<file path="src/rtl/cia_timer_ab.sv">
// Dual 16-bit CIA interval timer (A/B) with ICR interrupt logic and byte register port.
// Timer B can cascade on Timer A underflow within the same clk_28 cycle.
module cia_timer_ab #(
    parameter logic [15:0] TA_RESET = 16'hFFFF,
    parameter logic [15:0] TB_RESET = 16'hFFFF
) (
    input  logic       clk_28,
    input  logic       rst,
    input  logic       clk7_en,
    input  logic       eclk_tick,
    input  logic       sel,
    input  logic       we,
    input  logic [3:0] addr,
    input  logic [7:0] data_in,
    output logic [7:0] data_out,
    output logic       irq,
    output logic       ta_uf,
    output logic       tb_uf
);

    logic [15:0] ta_latch, ta_cnt, tb_latch, tb_cnt;
    logic [7:0]  cra, crb;
    logic [1:0]  flags, mask;

    logic        ev, wr, rd;
    logic        wr_talo, wr_tahi, wr_tblo, wr_tbhi, wr_icr, wr_cra, wr_crb, rd_icr;
    logic        load_a, load_b, tick_a, tick_b, uf_a, uf_b;
    logic [1:0]  flags_next, mask_next;
    logic [7:0]  rd_data;

    assign ev      = eclk_tick & clk7_en;
    assign wr      = sel & clk7_en & we;
    assign rd      = sel & clk7_en & ~we;
    assign wr_talo = wr & (addr == 4'h4);
    assign wr_tahi = wr & (addr == 4'h5);
    assign wr_tblo = wr & (addr == 4'h6);
    assign wr_tbhi = wr & (addr == 4'h7);
    assign wr_icr  = wr & (addr == 4'hD);
    assign wr_cra  = wr & (addr == 4'hE);
    assign wr_crb  = wr & (addr == 4'hF);
    assign rd_icr  = rd & (addr == 4'hD);

    // Loads take priority over ticks; a CRA/CRB write clearing START suppresses that tick.
    assign load_a = (wr_cra & data_in[4]) | (wr_tahi & ~cra[0]);
    assign tick_a = ev & cra[0] & ~(wr_cra & ~data_in[0]);
    assign uf_a   = tick_a & ~load_a & (ta_cnt == 16'd0);

    assign load_b = (wr_crb & data_in[4]) | (wr_tbhi & ~crb[0]);
    assign tick_b = (crb[6] ? uf_a : ev) & crb[0] & ~(wr_crb & ~data_in[0]);
    assign uf_b   = tick_b & ~load_b & (tb_cnt == 16'd0);

    always_comb begin
        flags_next = (rd_icr ? 2'b00 : flags) | {uf_b, uf_a};
        mask_next  = mask;
        if (wr_icr) begin
            if (data_in[7])
                mask_next = mask | data_in[1:0];
            else
                mask_next = mask & ~data_in[1:0];
        end
    end

    always_comb begin
        rd_data = 8'h00;
        case (addr)
            4'h4:    rd_data = ta_cnt[7:0];
            4'h5:    rd_data = ta_cnt[15:8];
            4'h6:    rd_data = tb_cnt[7:0];
            4'h7:    rd_data = tb_cnt[15:8];
            4'hD:    rd_data = {irq, 5'b00000, flags};
            4'hE:    rd_data = cra;
            4'hF:    rd_data = crb;
            default: rd_data = 8'h00;
        endcase
    end

    always_ff @(posedge clk_28 or posedge rst) begin
        if (rst) begin
            ta_latch <= TA_RESET;
            ta_cnt   <= TA_RESET;
            tb_latch <= TB_RESET;
            tb_cnt   <= TB_RESET;
            cra      <= 8'h00;
            crb      <= 8'h00;
            flags    <= 2'b00;
            mask     <= 2'b00;
            data_out <= 8'h00;
            irq      <= 1'b0;
            ta_uf    <= 1'b0;
            tb_uf    <= 1'b0;
        end else begin
            if (wr_talo) ta_latch[7:0]  <= data_in;
            if (wr_tahi) ta_latch[15:8] <= data_in;
            if (wr_tblo) tb_latch[7:0]  <= data_in;
            if (wr_tbhi) tb_latch[15:8] <= data_in;

            if (wr_tahi & ~cra[0])
                ta_cnt <= {data_in, ta_latch[7:0]};
            else if (load_a | uf_a)
                ta_cnt <= ta_latch;
            else if (tick_a)
                ta_cnt <= ta_cnt - 16'd1;

            if (wr_tbhi & ~crb[0])
                tb_cnt <= {data_in, tb_latch[7:0]};
            else if (load_b | uf_b)
                tb_cnt <= tb_latch;
            else if (tick_b)
                tb_cnt <= tb_cnt - 16'd1;

            // LOAD (bit 4) is a strobe and is never stored.
            if (wr_cra)
                cra <= data_in & 8'hEF;
            else if (wr_tahi & ~cra[0] & cra[3])
                cra[0] <= 1'b1;
            else if (uf_a & cra[3])
                cra[0] <= 1'b0;

            if (wr_crb)
                crb <= data_in & 8'hEF;
            else if (wr_tbhi & ~crb[0] & crb[3])
                crb[0] <= 1'b1;
            else if (uf_b & crb[3])
                crb[0] <= 1'b0;

            flags <= flags_next;
            mask  <= mask_next;
            irq   <= |(flags_next & mask_next);
            ta_uf <= uf_a;
            tb_uf <= uf_b;

            if (rd) data_out <= rd_data;
        end
    end

endmodule

</file>
<file path="config.mk">
export PLATFORM = sky130hd
export DESIGN_NAME = cia_timer_ab
export DESIGN_NICKNAME = d
export VERILOG_FILES = /design/src/rtl/cia_timer_ab.sv
export SDC_FILE = /design/constraint.sdc
export NUM_CORES = 1
export LEC_CHECK = 0
export ABC_AREA = 1
export CORE_ASPECT_RATIO = 1.25
export CORE_UTILIZATION = 28
export DETAILED_ROUTE_END_ITERATION = 6
export REMOVE_ABC_BUFFERS = 1
export SLEW_MARGIN = 40
export SYNTH_ARGS = -nofsm -noshare
export SYNTH_HDL_FRONTEND = slang
export SYNTH_SLANG_ARGS = --single-unit
</file>
<file path="constraint.sdc">
create_clock -name clk_28 -period 8.7 [get_ports clk_28]
set_input_delay 1.74 -clock clk_28 [delete_from_list [all_inputs] [get_ports clk_28]]
set_output_delay 1.74 -clock clk_28 [all_outputs]
set_load 0.05 [all_outputs]
</file>
==> impl_metrics.sql, run 1 <==
INSERT INTO impl_metrics (metric_group, metric, value, unit) VALUES
('status', 'outcome', 'completed', ''),
('floorplan', 'die_area', '19320', 'um^2'),
('global_routing', 'grt_antenna_before_repair', '0', ''),
('global_routing', 'first_global_vias', '4380', ''),
('clock_tree', 'tritoncts', 'done', ''),
('sta', 'fmax', '0.2407', 'GHz'),
('synth', 'yosys_register_bits', '93', ''),
('synth', 'synth_area_leaders', 'sky130_fd_sc_hd__dfstp_2 (32%), sky130_fd_sc_hd__dfrtp_1 (14%), sky130_fd_sc_hd__nand2_1 (12%)', ''),
('sta', 'share_of_the_cycle_needed_by_the_critical_path_after_routing', '47.74', '%'),
('sta', 'rsz_0062_raised_after_global_routing', 'no', ''),
('synth', 'synth.distinct_cells', '42', ''),
('placement', 'place.detailed.hpwl', '11.60', 'mm'),
('detailed_routing', 'drcViolationCount', '0', ''),
('detailed_routing', 'drt_first_iter_violations', '499', ''),
('floorplan', 'num_io_pins', '29', ''),
('worst_setup_path', 'worstPathMaxFanout', '17', ''),
('global_routing', 'grt_overflow', '0', ''),
('hold_path', 'min_path_type', 'reg -> reg', ''),
('clock_tree', 'cts_root_buffer', 'sky130_fd_sc_hd__clkbuf_16', ''),
('worst_setup_path', 'worstSetupStartpointType', 'input pin', ''),
('sta', 'finalMaxSlewViolations', '0', ''),
('clock_tree', 'cts_htree_levels', '3', ''),
('sta', 'fin_setup_tns', '0', 'ps'),
('worst_setup_path', 'critical_path_required', '8960', 'ps'),
('sta', 'hold_viol_final', '0', ''),
('clock_tree', 'total_clock_buffers_created_by_cts', '9', ''),
('clock_tree', 'post-cts-setup-buffers', '0', ''),
('floorplan', 'horizontal_die_dimension', '124.5', 'um'),
('floorplan', 'die_height', '155.2', 'um'),
('synth', 'synth_area', '5255', 'um^2'),
('placement', 'weighted_congestion_reported_at_the_end_of_routability_driven_placement', '0.8935', ''),
('sta', 'finalSetupViolCount', '0', ''),
('synth', 'post-synth-top-area-fraction', '32.00', '%'),
('placement', 'port_buffers', '28', ''),
('sta', 'worst_slack', '4546', 'ps'),
('synth', 'synth_most_common_cell', 'sky130_fd_sc_hd__nand2_1', ''),
('cells_and_area', 'final_layout_size_suffix_gt1_share', '18.54', '%'),
('detailed_routing', 'route.detailed.vias_per_inst', '4.987', ''),
('clock_tree', 'clkSlewWorstSetupHoldPaths', '70', 'ps'),
('cells_and_area', 'final_util', '33.01', '%'),
('clock_tree', 'ctsLongestPathBuffers', '2', ''),
('sta', 'worst_slew_margin_rel', '48.47', '%'),
('floorplan', 'num_rows', '55', ''),
('cells_and_area', 'nFillCells', '1883', ''),
('global_routing', 'grt_start_max_net_pins', '54', ''),
('clock_tree', 'postCtsHoldBufs', '0', ''),
('synth', 'ys_top_cells_by_count', 'sky130_fd_sc_hd__nand2_1 (167), sky130_fd_sc_hd__o21ai_0 (82), sky130_fd_sc_hd__inv_1 (69)', ''),
('floorplan', 'coreArea', '18240', 'um^2'),
('worst_setup_path', 'critical_path.max_stage_delay', '600', 'ps'),
('floorplan', 'effective_utilization_at_floorplan', '28.82', '%'),
('cells_and_area', 'antenna_cells_inserted', '0', ''),
('power', 'leakage', '2.621', 'nW'),
('synth', 'synth_instances', '658', ''),
('worst_setup_path', 'cp-end-kind', 'flop', ''),
('power', 'ir_drop', '0.0001102', 'V'),
('power', 'cellPowerDensity', '270.8', 'nW/um^2'),
('global_routing', 'first_pass_grt_wire_length', '24.76', 'mm'),
('cells_and_area', 'synthToLayoutAreaGrowth', '14.55', '%'),
('detailed_routing', 'drt-wirelength-per-cell', '16.99', 'um'),
('detailed_routing', 'dr.pass1.iters', '5', ''),
('sta', 'timing_worst_slew_pin_value', '772.1', 'ps'),
('detailed_routing', 'via_count', '4553', ''),
('clock_tree', 'clkSinkCount', '93', ''),
('synth', 'yosysSeqAreaShare', '45.81', '%'),
('synth', 'synthesis.yosys.warnings', '0', ''),
('synth', 'avgSynthCellArea', '7.986', 'um^2'),
('detailed_routing', 'wirelength', '15.51', 'mm'),
('sta', 'fin_worst_skew', '7.197', 'ps'),
('synth', 'proportion_of_register_bits_with_asynchronous_set_or_reset_after_synthesis', '100.0', '%'),
('synth', 'number_of_enable_flip_flop_cells_after_synthesis', '0', ''),
('clock_tree', 'clk_lat_worst_skew', '350', 'ps');
## stage by stage
step	power, mW	cells	instance area (um^2)
2_1_floorplan	1.051	640	5142
3_3_place_gp	1.219	897	5718
3_5_place_dp	1.220	897	5718
4_1_cts	1.630	913	6020
5_1_grt	1.731	913	6020
6_report	1.630	913	6020
## power by group
part           switching [mW]  total, mW  internal (mW)
registers               0.107      0.707          0.600
logic                   0.324      0.512          0.188
clock network           0.179      0.411          0.232
total                   0.610       1.63           1.02
## placed cells by master, fill, tap and decap left out, drive strengths merged, types with 2 or more instances in the layout
master         count
dfrtp             29
clkbuf            11
inv               79
a21oi             20
a221oi             3
nor3               6
o2111ai            2
ha                 3
nand4              6
o22ai              9
mux2               3
o221ai             2
xnor2              3
nor2              41
or2                2
a22oi              7
nand3b             3
clkdlybuf4s50     28
clkinv             4
o21ai             86
dfstp             64
nand2            182
o21bai             2
o211ai             5
xor2              11
o21a               8
nand3             60
## per-layer routing
| layer | global-route usage (%) | share of wire (%) | wire [um] | vias to the layer above |
|---|---|---|---|---|
| li1 | - | - | - | 2224 |
| met1 | 20.74 | 42 | 6572 | 2168 |
| met2 | 27.73 | 49 | 7591 | 122 |
| met3 | 2.785 | 4.0 | 618 | 39 |
| met4 | 9.294 | 4.7 | 726 | 0 |
| met5 | 0 | 0 | 0 | - |
## flip-flops by register name, summed over array words and instances, names as in the netlist, 2 cells and up
name,flops
ta_cnt,16
ta_latch,16
tb_cnt,16
tb_latch,16
data_out,8
cra,7
crb,7
flags,2
mask,2
## worst paths after layout
kind,cells after the start,slack (ps),startpoint,endpoint
max,11,4550,we,ta_cnt[5]$_DFFE_PP1P_
min,2,490,tb_cnt[10]$_DFFE_PP1P_,tb_cnt[10]$_DFFE_PP1P_
max reg2reg,12,6020,ta_cnt[0]$_DFFE_PP1P_,ta_cnt[9]$_DFFE_PP1P_
min reg2reg,2,490,tb_cnt[10]$_DFFE_PP1P_,tb_cnt[10]$_DFFE_PP1P_
max in group asynchronous,3,5810,rst,mask[0]$_DFF_PP0_
min in group asynchronous,2,2120,rst,tb_latch[9]$_DFFE_PP1P_
## layout make-up
| class | count | area (um^2) | share of cell area, % |
|---|---|---|---|
| multi-input cells | 468 | 2437 | 40.49 |
| flip-flops and latches | 93 | 2407 | 39.99 |
| inverters | 79 | 300.3 | 4.989 |
| repair buffers | 29 | 287.8 | 4.781 |
| well taps | 228 | 285.3 | 4.739 |
| clock buffers | 11 | 242.7 | 4.032 |
| clock inverters | 5 | 58.81 | 0.9769 |
## logic make-up (layout without fill, tap and decap cells)
group / Yosys count / after routing / share of synthesized area, %
AOI/OAI and AO/OA: 147 / 147 / 15.98
xor gates and xnor gates: 14 / 14 / 2.333
adders and majority gates: 3 / 3 / 0.7144
buffers and inverters: 97 / 124 / 7.809
DFF: 93 / 93 / 45.81
muxes: 3 / 3 / 0.6428
and+or+nand+nor: 301 / 301 / 26.71
## critical path: cells and delay by family
family | cells | cell delay [ps]
AO/OA/AOI/OAI | 3 | 410
AND/OR/NAND/NOR | 4 | 1240
buffers and inverters | 4 | 1010
Note: power is estimated with default switching activity, not from simulation.
==> run 2: changes to the inputs <==
Clock period 8.7 ns to 3.4 ns, I/O delays scaled along.
==> impl_metrics.sql, run 2 (synthesized netlist as in run 1, its figures left out) <==
INSERT INTO impl_metrics (metric_group, metric, value, unit) VALUES
('placement', 'port_buffers', '28', ''),
('detailed_routing', 'via_count', '4571', ''),
('clock_tree', 'tritoncts', 'done', ''),
('sta', 'worst_slew_margin_rel', '59.79', '%'),
('detailed_routing', 'drcViolationCount', '0', ''),
('global_routing', 'use_met2', '27.83', '%'),
('clock_tree', 'cts_repair_resize_count', '0', ''),
('sta', 'finalMaxSlewViolations', '0', ''),
('sta', 'fin_worst_hold_slack', '491.7', 'ps'),
('sta', 'finalSetupViolCount', '0', ''),
('cells_and_area', 'layout.cells.most_common_list', 'sky130_fd_sc_hd__nand2_1 (167), sky130_fd_sc_hd__o21ai_0 (82), sky130_fd_sc_hd__inv_1 (68)', ''),
('global_routing', 'grt_use_met3', '2.682', '%'),
('sta', 'fin_setup_tns', '0', 'ps'),
('power', 'cellPowerDensity', '692.6', 'nW/um^2'),
('cells_and_area', 'synthToLayoutAreaGrowth', '16.26', '%'),
('sta', 'min_period', '2661', 'ps'),
('cells_and_area', 'nNetsFinal', '709', ''),
('detailed_routing', 'drt_first_iter_violations', '406', ''),
('global_routing', 'grtUsageTotal', '16.41', '%'),
('sta', 'fmax', '0.3759', 'GHz'),
('clock_tree', 'total_clock_buffers_created_by_cts', '9', ''),
('status', 'outcome', 'completed', ''),
('floorplan', 'horizontal_die_dimension', '124.5', 'um'),
('cells_and_area', 'nFillCells', '1884', ''),
('floorplan', 'die_height', '155.2', 'um'),
('sta', 'rsz_0062_raised_after_global_routing', 'no', ''),
('clock_tree', 'clkSlewWorstSetupHoldPaths', '70', 'ps'),
('global_routing', 'grtUsageMet1', '19.85', '%'),
('global_routing', 'grt_busiest_layer', 'met2', ''),
('worst_setup_path', 'library_cell_appearing_most_often_on_the_critical_path', 'sky130_fd_sc_hd__nand3_1', ''),
('run', 'drv.max_cap_violation_count', '0', ''),
('worst_setup_path', 'crit_path_slowest_cell', 'sky130_fd_sc_hd__clkdlybuf4s50_1', ''),
('clock_tree', 'postCtsHoldBufs', '0', ''),
('worst_setup_path', 'critical_path_required', '3680', 'ps'),
('placement', 'place.detailed.hpwl', '11.61', 'mm'),
('worst_setup_path', 'worstPathMaxFanout', '19', ''),
('cells_and_area', 'layout_commonest_cell', 'sky130_fd_sc_hd__nand2_1', ''),
('clock_tree', 'cts_root_buffer', 'sky130_fd_sc_hd__clkbuf_16', ''),
('worst_setup_path', 'cp-end-kind', 'flop', ''),
('worst_setup_path', 'worstSetupStartpointType', 'input pin', ''),
('power', 'ir_drop', '0.0002934', 'V'),
('worst_setup_path', 'timing.critical_path.arrival', '2940', 'ps'),
('sta', 'share_of_the_cycle_needed_by_the_critical_path_after_routing', '78.25', '%'),
('cells_and_area', 'final_layout_size_suffix_gt1_share', '19.48', '%'),
('clock_tree', 'post-cts-setup-buffers', '0', ''),
('detailed_routing', 'route.detailed.vias_per_inst', '4.963', ''),
('floorplan', 'num_rows', '55', ''),
('worst_setup_path', 'crit_path_cell_trace', 'clkdlybuf4s50_1 -> nand3_1 -> nor2_2 -> nand2_4 -> nand3_1 -> nor2_2 -> nand3_4 -> nand2_4 -> inv_1 -> nand2_1 -> nand3_1 -> nand2_1', ''),
('floorplan', 'die_area', '19320', 'um^2'),
('global_routing', 'first_global_vias', '4423', ''),
('global_routing', 'grt_start_max_net_pins', '63', ''),
('clock_tree', 'cts_htree_levels', '3', ''),
('clock_tree', 'clk_lat_worst_skew', '350', 'ps'),
('hold_path', 'min_path_type', 'reg -> reg', ''),
('detailed_routing', 'antenna_left', '0', ''),
('placement', 'weighted_congestion_reported_at_the_end_of_routability_driven_placement', '0.9022', ''),
('clock_tree', 'clkSinkCount', '93', ''),
('cells_and_area', 'antenna_cells_inserted', '0', ''),
('detailed_routing', 'dr.pass1.iters', '6', ''),
('worst_setup_path', 'critical_path.max_stage_delay', '610', 'ps'),
('global_routing', 'first_pass_grt_wire_length', '24.59', 'mm'),
('global_routing', 'grt_overflow', '0', ''),
('power', 'leakage', '2.670', 'nW'),
('sta', 'timing_worst_slew_pin_value', '603.2', 'ps'),
('sta', 'hold_viol_final', '0', ''),
('floorplan', 'num_io_pins', '29', ''),
('worst_setup_path', 'critPathKind', 'in -> reg', ''),
('floorplan', 'effective_utilization_at_floorplan', '28.82', '%'),
('detailed_routing', 'wirelength', '15.46', 'mm'),
('floorplan', 'coreArea', '18240', 'um^2'),
('detailed_routing', 'drt-wirelength-per-cell', '16.78', 'um'),
('global_routing', 'grt_antenna_before_repair', '0', ''),
('sta', 'fin_worst_skew', '5.759', 'ps'),
('clock_tree', 'ctsLongestPathBuffers', '2', '');
==> run 2: cell count changes in the layout (fill, tap and decap cells not counted), sizes merged <==
cell,previous run,this run
bufinv,1,2
buf,1,9
clkinv,4,5
inv,79,78
clkbuf,11,10
==> run 2: metal layers <==
layer	part of all wire (%)	up-vias	routed length [um]
li1	-	2243	-
met1	42	2165	6530
met2	49	128	7537
met3	4.3	35	666
met4	4.7	0	722
met5	0	-	0
==> run 2: power breakdown <==
part           leakage [nW]  internal [mW]  switching, mW
Combinational          1.47          0.489          0.826
Clock                 0.156          0.645          0.452
Sequential             1.04           1.54          0.284
Total                  2.67           2.67           1.56
==> run 2: final timing paths <==
| kind | to | start | slack [ps] | depth (start not counted) |
|---|---|---|---|---|
| setup reg to reg | tb_cnt[15]$_DFFE_PP1P_ | tb_cnt[0]$_DFFE_PP1P_ | 980 | 14 |
| min in group asynchronous | data_out[5]$_DFFE_PP0P_ | rst | 810 | 2 |
| setup / recovery | tb_cnt[15]$_DFFE_PP1P_ | we | 740 | 12 |
| max in group asynchronous | ta_latch[0]$_DFFE_PP1P_ | rst | 2000 | 3 |
| hold / removal | ta_latch[2]$_DFFE_PP1P_ | ta_latch[2]$_DFFE_PP1P_ | 490 | 2 |
| hold reg to reg | ta_latch[2]$_DFFE_PP1P_ | ta_latch[2]$_DFFE_PP1P_ | 490 | 2 |
==> run 2: final cells by class <==
type	instances	area, um^2	area share, %
clock buffer	10	229.0	3.748
clock inverter	6	87.58	1.434
inverter	79	302.8	4.956
multi-input combinational	468	2437	39.89
sequential	93	2407	39.40
tap	228	285.3	4.669
timing repair buffer	37	360.3	5.898
==> run 2: through the flow <==
step           utilization, %  std cells  setup slack (ps)  cell area [um^2]  power (mW)
2_1_floorplan               -        640             405.6              5142       2.689
3_3_place_gp            31.75        905             471.2              5791       3.114
3_5_place_dp            31.77        905             436.3              5793       3.126
4_1_cts                 33.50        921             795.3              6110       4.235
5_1_grt                 33.50        921             592.3              6110       4.482
6_report                33.50        921             739.4              6110       4.232
==> run 2: worst max-delay path, delay by kind of cell <==
kind / cells / cell delay [ps]
buffers and inverters: 2 / 820
AND/OR/NAND/NOR: 10 / 1420
==> run 3: changes to the inputs <==
Clock period 3.4 ns to 2.2 ns, I/O delays scaled along.
==> impl_metrics.sql, run 3 (synthesized netlist as in run 1, its figures left out) <==
INSERT INTO impl_metrics (metric_group, metric, value, unit) VALUES
('cells_and_area', 'final_layout_size_suffix_gt1_share', '25.03', '%'),
('worst_setup_path', 'crit_path_cell_trace', 'inv_2 -> ha_2 -> nand3_1 -> nor2_1 -> nand2_2 -> nor2_4 -> nor2_2 -> buf_4 -> buf_4 -> a21oi_1 -> o21ai_0 -> a22oi_1', ''),
('worst_setup_path', 'critPathKind', 'reg -> reg', ''),
('hold_path', 'min_path_type', 'reg -> reg', ''),
('floorplan', 'die_area', '19320', 'um^2'),
('sta', 'finalMaxSlewViolations', '0', ''),
('floorplan', 'num_rows', '55', ''),
('worst_setup_path', 'critical_path.top_delay_family', 'simple AND/OR/NAND/NOR gates', ''),
('sta', 'rsz_0062_raised_after_global_routing', 'no', ''),
('detailed_routing', 'met2RoutedLength', '7.718', 'mm'),
('detailed_routing', 'route.detailed.vias_per_inst', '4.863', ''),
('worst_setup_path', 'r2r-start', 'ta_cnt[1]$_DFFE_PP1P_', ''),
('detailed_routing', 'antenna_left', '0', ''),
('cells_and_area', 'layout.cells.most_common_list', 'sky130_fd_sc_hd__nand2_1 (167), sky130_fd_sc_hd__o21ai_0 (82), sky130_fd_sc_hd__inv_1 (66)', ''),
('worst_setup_path', 'critical_path_required', '2470', 'ps'),
('power', 'leakage', '2.914', 'nW'),
('run', 'drv.max_cap_violation_count', '0', ''),
('cells_and_area', 'nFillCells', '1875', ''),
('worst_setup_path', 'crit_path_slowest_cell', 'sky130_fd_sc_hd__dfstp_2', ''),
('worst_setup_path', 'library_cell_appearing_most_often_on_the_critical_path', 'sky130_fd_sc_hd__buf_4', ''),
('clock_tree', 'cts_root_buffer', 'sky130_fd_sc_hd__clkbuf_16', ''),
('cells_and_area', 'finalNonFillerCells', '967', ''),
('sta', 'timing_worst_slew_pin_value', '514.6', 'ps'),
('global_routing', 'grt_antenna_before_repair', '0', ''),
('detailed_routing', 'dr.pass1.iters', '5', ''),
('worst_setup_path', 'cp-end-kind', 'flop', ''),
('global_routing', 'grt_start_max_net_pins', '48', ''),
('clock_tree', 'postCtsHoldBufs', '0', ''),
('global_routing', 'first_global_vias', '4685', ''),
('clock_tree', 'clk_lat_worst_skew', '350', 'ps'),
('clock_tree', 'cts_htree_levels', '3', ''),
('clock_tree', 'tritoncts', 'done', ''),
('floorplan', 'horizontal_die_dimension', '124.5', 'um'),
('global_routing', 'first_pass_grt_wire_length', '25.24', 'mm'),
('cells_and_area', 'antenna_cells_inserted', '0', ''),
('clock_tree', 'total_clock_buffers_created_by_cts', '9', ''),
('floorplan', 'coreArea', '18240', 'um^2'),
('detailed_routing', 'wire_length_on_met3', '577', 'um'),
('detailed_routing', 'drt_first_iter_violations', '370', ''),
('worst_setup_path', 'timing.critical_path.buf_inv', '3', ''),
('worst_setup_path', 'cp-startpoint', 'ta_cnt[1]$_DFFE_PP1P_', ''),
('detailed_routing', 'via_count', '4703', ''),
('detailed_routing', 'wirelength', '15.65', 'mm'),
('sta', 'hold_viol_final', '0', ''),
('worst_setup_path', 'worstSetupStartpointType', 'flop', ''),
('cells_and_area', 'layout_commonest_cell', 'sky130_fd_sc_hd__nand2_1', ''),
('status', 'outcome', 'completed', ''),
('placement', 'place.detailed.hpwl', '11.99', 'mm'),
('power', 'total_chip_power', '6.503', 'mW'),
('cells_and_area', 'nNetsFinal', '755', ''),
('cells_and_area', 'synthToLayoutAreaGrowth', '23.52', '%'),
('detailed_routing', 'drcViolationCount', '0', ''),
('detailed_routing', 'highest_routed_layer', 'met4', ''),
('global_routing', 'grt_overflow', '0', ''),
('clock_tree', 'clkSinkCount', '93', ''),
('clock_tree', 'clkSlewWorstSetupHoldPaths', '70', 'ps'),
('worst_setup_path', 'worstPathMaxFanout', '11', ''),
('worst_setup_path', 'critical_path.max_stage_delay', '410', 'ps'),
('sta', 'fmax', '0.4802', 'GHz'),
('floorplan', 'die_height', '155.2', 'um'),
('power', 'cellPowerDensity', '1002', 'nW/um^2'),
('sta', 'worst_slew_margin_rel', '65.59', '%'),
('global_routing', 'grtUsageTotal', '16.96', '%'),
('detailed_routing', 'total_routed_wire_length_on_the_met1_layer', '6.598', 'mm'),
('clock_tree', 'ctsLongestPathBuffers', '2', ''),
('sta', 'share_of_the_cycle_needed_by_the_critical_path_after_routing', '94.65', '%'),
('worst_setup_path', 'timing.critical_path.arrival', '2350', 'ps'),
('placement', 'weighted_congestion_reported_at_the_end_of_routability_driven_placement', '0.9272', ''),
('floorplan', 'num_io_pins', '29', ''),
('sta', 'min_period', '2082', 'ps'),
('power', 'ir_drop', '0.0003357', 'V'),
('placement', 'numPlacedInstances', '950', ''),
('sta', 'fin_worst_skew', '6.637', 'ps'),
('hold_path', 'min_from', 'tb_latch[14]$_DFFE_PP1P_', ''),
('placement', 'port_buffers', '28', ''),
('detailed_routing', 'drt-wirelength-per-cell', '16.18', 'um'),
('floorplan', 'effective_utilization_at_floorplan', '28.82', '%'),
('sta', 'finalSetupViolCount', '0', '');
## run 3: cell count changes in the layout (fill, tap and decap cells not counted), sizes merged
cell,before,now
buf,9,55
bufinv,2,1
clkbuf,10,11
clkdlybuf4s50,28,25
clkinv,5,2
clkinvlp,0,2
dlymetal6s2s,0,3
inv,78,79
## run 3: path summary, 6_finish.rpt
kind	end	depth (start not counted)	slack, ps
worst max-delay path	ta_cnt[12]$_DFFE_PP1P_	12	120
worst min-delay path	tb_latch[14]$_DFFE_PP1P_	2	490
worst max register to register	ta_cnt[12]$_DFFE_PP1P_	12	120
worst min register to register	tb_latch[14]$_DFFE_PP1P_	2	490
max in group asynchronous	tb_cnt[13]$_DFFE_PP1P_	3	1220
min in group asynchronous	ta_latch[10]$_DFFE_PP1N_	2	620
## run 3: what timing repair did
item                       CTS  global route
gates resized for setup      0             8
buffers inserted             0             1
setup endpoints to repair    0            14
## run 3: metrics by stage
| stage | hold slack [ps] | worst slack, ps | util, % | cell area, um^2 | TNS (ps) |
|---|---|---|---|---|---|
| 3_5_place_dp | 474.0 | -203.9 | 33.81 | 6166 | -5159 |
| 2_1_floorplan | 453.3 | -554.4 | - | 5142 | -16080 |
| 4_1_cts | 489.1 | 72.26 | 35.46 | 6467 | 0 |
| 3_3_place_gp | 467.2 | -192.3 | 33.81 | 6166 | -4411 |
| 6_report | 487.1 | 117.6 | 35.60 | 6491 | 0 |
| 5_1_grt | 505.6 | 12.41 | 35.60 | 6491 | 0 |
## run 3: power breakdown
part           internal (mW)  leakage, nW  switching (mW)
logic                  0.822         1.73            1.28
clock network          0.915        0.142           0.684
registers               2.37         1.04           0.433
total                   4.11         2.91            2.39
## run 3: layout make-up
type | instances | area (um^2) | share of cell area [%]
Inverter | 79 | 300.3 | 4.626
Tap cell | 228 | 285.3 | 4.395
Timing Repair Buffer | 83 | 754.5 | 11.62
Clock inverter | 5 | 58.81 | 0.9059
Sequential cell | 93 | 2407 | 37.09
Clock buffer | 11 | 242.7 | 3.739
Multi-Input combinational cell | 468 | 2442 | 37.63
## run 3: worst register-to-register path, stage by stage, from the launching register on
cell	delay, ps
sky130_fd_sc_hd__dfstp_2	410
sky130_fd_sc_hd__inv_2	90
sky130_fd_sc_hd__ha_2	200
sky130_fd_sc_hd__nand3_1	80
sky130_fd_sc_hd__nor2_1	130
sky130_fd_sc_hd__nand2_2	100
sky130_fd_sc_hd__nor2_4	150
sky130_fd_sc_hd__nor2_2	40
sky130_fd_sc_hd__buf_4	150
sky130_fd_sc_hd__buf_4	180
sky130_fd_sc_hd__a21oi_1	160
sky130_fd_sc_hd__o21ai_0	120
sky130_fd_sc_hd__a22oi_1	180
## run 3: routing by layer
metal | vias up | GRT usage [%]
met1 | 2207 | 20.08
met5 | - | 0
li1 | 2337 | -
met3 | 42 | 2.889
met4 | 0 | 9.409
met2 | 117 | 29.15
